[config.mk]
export PLATFORM = sky130hd
export DESIGN_NAME = frame_scheduler
export DESIGN_NICKNAME = d
export VERILOG_FILES = /design/src/rtl/frame_scheduler.sv
export SDC_FILE = /design/constraint.sdc
export NUM_CORES = 1
export LEC_CHECK = 0
export CORE_MARGIN = 2
export CORE_UTILIZATION = 59
export DETAILED_ROUTE_END_ITERATION = 12
export GPL_TIMING_DRIVEN = 0
export PLACE_DENSITY = 0.93
export SLEW_MARGIN = 20
export SYNTH_ARGS = -nofsm -noshare
export SYNTH_HDL_FRONTEND = slang
export SYNTH_SLANG_ARGS = --single-unit
[constraint.sdc]
create_clock -name clk -period 5.68 [get_ports clk]
set_clock_uncertainty 0.1 [all_clocks]
set_input_delay 1.136 -clock clk [delete_from_list [all_inputs] [get_ports clk]]
set_output_delay 1.136 -clock clk [all_outputs]
set_load 0.05 [all_outputs]
[src/rtl/frame_scheduler.sv]
// rtl/frame_scheduler.sv - frame tick, frame-skip and erase/update/draw plotter sequencing
// Erase pass is built only when FRAME_SCHED_ERASE_EN is defined.
module frame_scheduler #(
   parameter int FRAME_DIV = 833333,
   parameter int CNT_W     = 20,
   parameter int CLIENTS   = 4
) (
   input  logic               clk,
   input  logic               reset,
   input  logic               enable,
   input  logic [3:0]         skip_count,
   input  logic [CLIENTS-1:0] req,
   input  logic               done,
   output logic               frame_tick,
   output logic               update_tick,
   output logic [CLIENTS-1:0] grant,
   output logic               erase,
   output logic               busy,
   output logic               frame_overrun
);
   localparam int IDX_W = (CLIENTS > 1) ? $clog2(CLIENTS) : 1;
   localparam logic [CNT_W-1:0] RELOAD = CNT_W'(FRAME_DIV - 1);
   localparam logic [IDX_W-1:0] LAST   = IDX_W'(CLIENTS - 1);

   typedef enum logic [2:0] {IDLE, E_SCAN, E_GRANT, UPDATE, D_SCAN, D_GRANT} state_t;

   state_t             state_q, state_d;
   logic [CNT_W-1:0]   cnt_q, cnt_d;
   logic [3:0]         skip_q, skip_d;
   logic [IDX_W-1:0]   idx_q, idx_d;
   logic [CLIENTS-1:0] grant_q, grant_d;
   logic               frame_tick_q, frame_tick_d;
   logic               update_tick_q, update_tick_d;
   logic               erase_q, erase_d;
   logic               busy_q, busy_d;
   logic               overrun_q, overrun_d;
   logic               due;

   always_comb begin
      cnt_d        = cnt_q;
      frame_tick_d = 1'b0;
      if (enable) begin
         if (cnt_q == '0) begin
            cnt_d        = RELOAD;
            frame_tick_d = 1'b1;
         end else begin
            cnt_d = cnt_q - 1'b1;
         end
      end

      due    = 1'b0;
      skip_d = skip_q;
      if (frame_tick_q) begin
         if (skip_q == 4'd0) begin
            skip_d = skip_count;
            due    = 1'b1;
         end else begin
            skip_d = skip_q - 4'd1;
         end
      end

      state_d       = state_q;
      idx_d         = idx_q;
      grant_d       = grant_q;
      erase_d       = 1'b0;
      overrun_d     = overrun_q;
      update_tick_d = (state_q == UPDATE);

      // A due frame that finds a sequence in flight is dropped, not restarted.
      if (due && (state_q != IDLE))
         overrun_d = 1'b1;

      case (state_q)
         IDLE: begin
            if (due) begin
               idx_d = '0;
`ifdef FRAME_SCHED_ERASE_EN
               state_d = E_SCAN;
`else
               state_d = UPDATE;
`endif
            end
         end
`ifdef FRAME_SCHED_ERASE_EN
         E_SCAN: begin
            if (req[idx_q]) begin
               state_d = E_GRANT;
               grant_d = CLIENTS'(1) << idx_q;
               erase_d = 1'b1;
            end else if (idx_q == LAST) begin
               state_d = UPDATE;
            end else begin
               idx_d = idx_q + IDX_W'(1);
            end
         end
         E_GRANT: begin
            erase_d = 1'b1;
            if (done) begin
               grant_d = '0;
               erase_d = 1'b0;
               if (idx_q == LAST) begin
                  state_d = UPDATE;
               end else begin
                  state_d = E_SCAN;
                  idx_d   = idx_q + IDX_W'(1);
               end
            end
         end
`endif
         UPDATE: begin
            state_d = D_SCAN;
            idx_d   = '0;
         end
         D_SCAN: begin
            if (req[idx_q]) begin
               state_d = D_GRANT;
               grant_d = CLIENTS'(1) << idx_q;
            end else if (idx_q == LAST) begin
               state_d = IDLE;
            end else begin
               idx_d = idx_q + IDX_W'(1);
            end
         end
         D_GRANT: begin
            if (done) begin
               grant_d = '0;
               if (idx_q == LAST) begin
                  state_d = IDLE;
               end else begin
                  state_d = D_SCAN;
                  idx_d   = idx_q + IDX_W'(1);
               end
            end
         end
         default: begin
            state_d = IDLE;
            grant_d = '0;
         end
      endcase

      busy_d = (state_d != IDLE);
   end

   always_ff @(posedge clk) begin
      if (reset) begin
         state_q       <= IDLE;
         cnt_q         <= '0;
         skip_q        <= '0;
         idx_q         <= '0;
         grant_q       <= '0;
         frame_tick_q  <= 1'b0;
         update_tick_q <= 1'b0;
         erase_q       <= 1'b0;
         busy_q        <= 1'b0;
         overrun_q     <= 1'b0;
      end else begin
         state_q       <= state_d;
         cnt_q         <= cnt_d;
         skip_q        <= skip_d;
         idx_q         <= idx_d;
         grant_q       <= grant_d;
         frame_tick_q  <= frame_tick_d;
         update_tick_q <= update_tick_d;
         erase_q       <= erase_d;
         busy_q        <= busy_d;
         overrun_q     <= overrun_d;
      end
   end

   assign frame_tick    = frame_tick_q;
   assign update_tick   = update_tick_q;
   assign grant         = grant_q;
   assign erase         = erase_q;
   assign busy          = busy_q;
   assign frame_overrun = overrun_q;
endmodule

==> results_dict.tcl <==
set metrics [dict create \
    reg2reg_slack_ns 3.70 \
    synth_cell_types 55 \
    first_pass_iters 5 \
    postCtsHoldBufs 0 \
    end_kind "flop" \
    cts_sinks 37 \
    worstPathMaxFanout 9 \
    tightest_slew_ns 0.508 \
    die_area_um2 3530 \
    slowest_delay_ns 0.59 \
    finalCriticalPeriod_ns 2.81 \
    rows 20 \
    hold_start "grant[3]$_SDFFE_PP0P_" \
    grt_pass1_wl_um 5450 \
    layout.cells.non_filler 255 \
    synthArstFlopShare 0 \
    synth_top_area_frac 0.409 \
    r2r-start "idx_q[0]$_SDFFE_PP0P_" \
    final_max_slew_viol_count 0 \
    cts_tree "done" \
    n_antenna_cell 0 \
    holdPathStages 1 \
    insertion_delay_ns 0.35 \
    core_um2 2980 \
    worstPathCellList "clkdlybuf4s50_1 > nor4b_4 > nand4_4 > or4_1 > a31oi_1" \
    synthTopCellsByArea "dfxtp_1 41%, ha_1 5.5%, a21oi_1 5.0%, xor2_1 4.8%, nor2_1 4.1%" \
    post_route_cells_drive_above_1_share 0.0856 \
    synth_nets 215 \
    syn_avg_cell_area_um2 9.28 \
    worstSetupPathType "in2reg" \
    arrival_ns 2.99 \
    synth_ff_type "dfxtp_1" \
    grt_max_degree 12 \
    root_buffer "clkbuf_4" \
    io_pins 21 \
    cts_setup_buffers 0 \
    ys_top_cells_by_count "37 x dfxtp_1, 20 x nor2_1, 18 x a21oi_1" \
    post-dp-hpwl_um 2410 \
    final_nets 241 \
    outcome "finished clean" \
    die_h_um 59.4 \
    yosysWarnings 0 \
    seq_area_frac_synth 0.409 \
    yosysTopAreaCell "dfxtp_1" \
    drt-initial-drc-count 42 \
    worst_setup_path_start_kind "primary input" \
    leakagePower_uw 0.000797 \
    power.density_nw_per_um2 408 \
    period_share 0.494 \
    port_buffers 19 \
    maxCapViolCount 0 \
    ctsLongestPathBuffers 2 \
    min_path_type "reg2reg" \
    via_per_inst 5.70 \
    die_w_um 59.4 \
    vias 1454 \
    track_usage 0.209 \
    num-fill-cells 227 \
    route.detailed.drc 0 \
    synth_cells 195 \
    cts-buffers-inserted 5 \
    path_clk_slew_ns 0.10 \
    synth.cell_area_um2 1810 \
    finalSetupViolCount 0 \
    placed_cells 247 \
    max-vdd-ir-drop_uv 228 \
    cp_slowest_cell "clkdlybuf4s50_1" \
    ant_nets 0 \
    gp_congestion 0.748 \
    cts_max_level 2 \
    wl_per_cell_um 13.0 \
    synth_edf_count 0 \
    ys_ff_latch 37 \
    grt_pass1_vias 1274 \
    reg2reg_to "state_q[2]$_SDFF_PP0_" \
    area_growth_pct 16.7 \
    antenna_found_initial 0 \
    r2r_cells 4 \
    max-slew-margin-rel 0.657 \
    post-synth-top-count-cell "dfxtp_1" \
    initial_utilization 0.608 \
    fin_setup_tns_ns 0 \
    hold_viol_final 0 \
    max_freq_ghz 0.356 \
    whs_endpoint "grant[3]$_SDFFE_PP0P_" \
    cts_resized 0 \
    overflow 0 \
    required_ns 5.86 \
    routed_wl_um 3320 \
    rsz0062_at_grt "false" \
]
[kinds of logic after synthesis]
family                   after synthesis  synth area share
XOR/XNOR                              13            0.0629
flip-flops                            37             0.409
other                                  1           0.00207
adder cells (fa/ha/maj)                8            0.0553
multiplexers                           3            0.0242
AO/OA/AOI/OAI                         48             0.172
buffers and inverters                 14            0.0352
AND/OR/NAND/NOR                       71             0.239
[final cells by class]
type | instances | area, µm² | share of cell area
clock inverters | 1 | 5.00 | 0.00237
repair buffers | 19 | 190 | 0.0900
well taps | 33 | 41.3 | 0.0195
inverters | 9 | 33.8 | 0.0160
flip-flops and latches | 37 | 741 | 0.351
multi-input cells | 144 | 1010 | 0.476
clock buffers | 7 | 65.1 | 0.0308
plain buffers | 5 | 30.0 | 0.0142
[placed cells by master (no fill, tap or decap), types with 4 or more instances in the layout]
| cell type | netlist | final |
|---|---|---|
| a21oi_1 | 18 | 18 |
| a22o_1 | 4 | 4 |
| clkbuf_4 | 0 | 5 |
| clkdlybuf4s50_1 | 0 | 19 |
| dfxtp_1 | 37 | 37 |
| ha_1 | 8 | 8 |
| inv_1 | 9 | 9 |
| nand2_1 | 7 | 7 |
| nand2b_1 | 5 | 5 |
| nand3_1 | 4 | 4 |
| nand3b_1 | 4 | 4 |
| nor2_1 | 20 | 20 |
| nor3_1 | 6 | 6 |
| o21ai_0 | 6 | 6 |
| xor2_1 | 10 | 10 |
[power breakdown]
group	internal [µW]	switching (µW)	leakage [µW]
Sequential	311	57.6	0.000301
Clock	71.7	87.1	0.0000413
Combinational	149	185	0.000455
[flip-flops by register name, indices dropped and copies added, names as in the netlist]
signal,count
update_tick,1
idx_q,2
grant,4
busy,1
frame_tick,1
skip_q,4
state_q,3
frame_overrun,1
cnt_q,20
[metal layers]
layer | part of all wire | vias to the layer above | global-route usage
met5 | 0 | - | 0
met4 | 0.020 | 0 | 0.0877
met3 | 0.039 | 6 | 0.0721
met2 | 0.47 | 23 | 0.323
met1 | 0.47 | 672 | 0.265
li1 | - | 753 | -
[stage by stage]
step,utilization,setup slack [ns],area [µm²],total power [µW],hold WS [ns]
after floorplan,-,3.22,1810,637,0.353
after global placement,0.686,2.53,2040,695,0.359
after detailed placement,0.686,2.48,2040,708,0.364
after CTS,0.709,2.86,2110,868,0.390
after global routing,0.709,2.64,2110,926,0.412
final,0.709,2.87,2110,861,0.383
[critical path: cells and delay by family]
| family | cells | cell delay (ns) |
|---|---|---|
| buffers and inverters | 1 | 0.59 |
| AOI/OAI and AO/OA | 1 | 0.16 |
| and+or+nand+nor | 3 | 1.10 |
[worst max-delay path by stage]
stage                                  end  depth (start not counted)    from  slack [ns]
finish              cnt_q[13]$_SDFFE_PP0P_                          5  enable        2.87
global route         cnt_q[3]$_SDFFE_PP0P_                          5  enable        2.64
CTS                 cnt_q[14]$_SDFFE_PP0P_                          5  enable        2.86
detailed placement   cnt_q[1]$_SDFFE_PP0P_                          5  enable        2.48
global placement     cnt_q[1]$_SDFFE_PP0P_                          5  enable        2.53
floorplan            state_q[2]$_SDFF_PP0_                          4  req[3]        3.22
(Power assumes the default switching activity.)
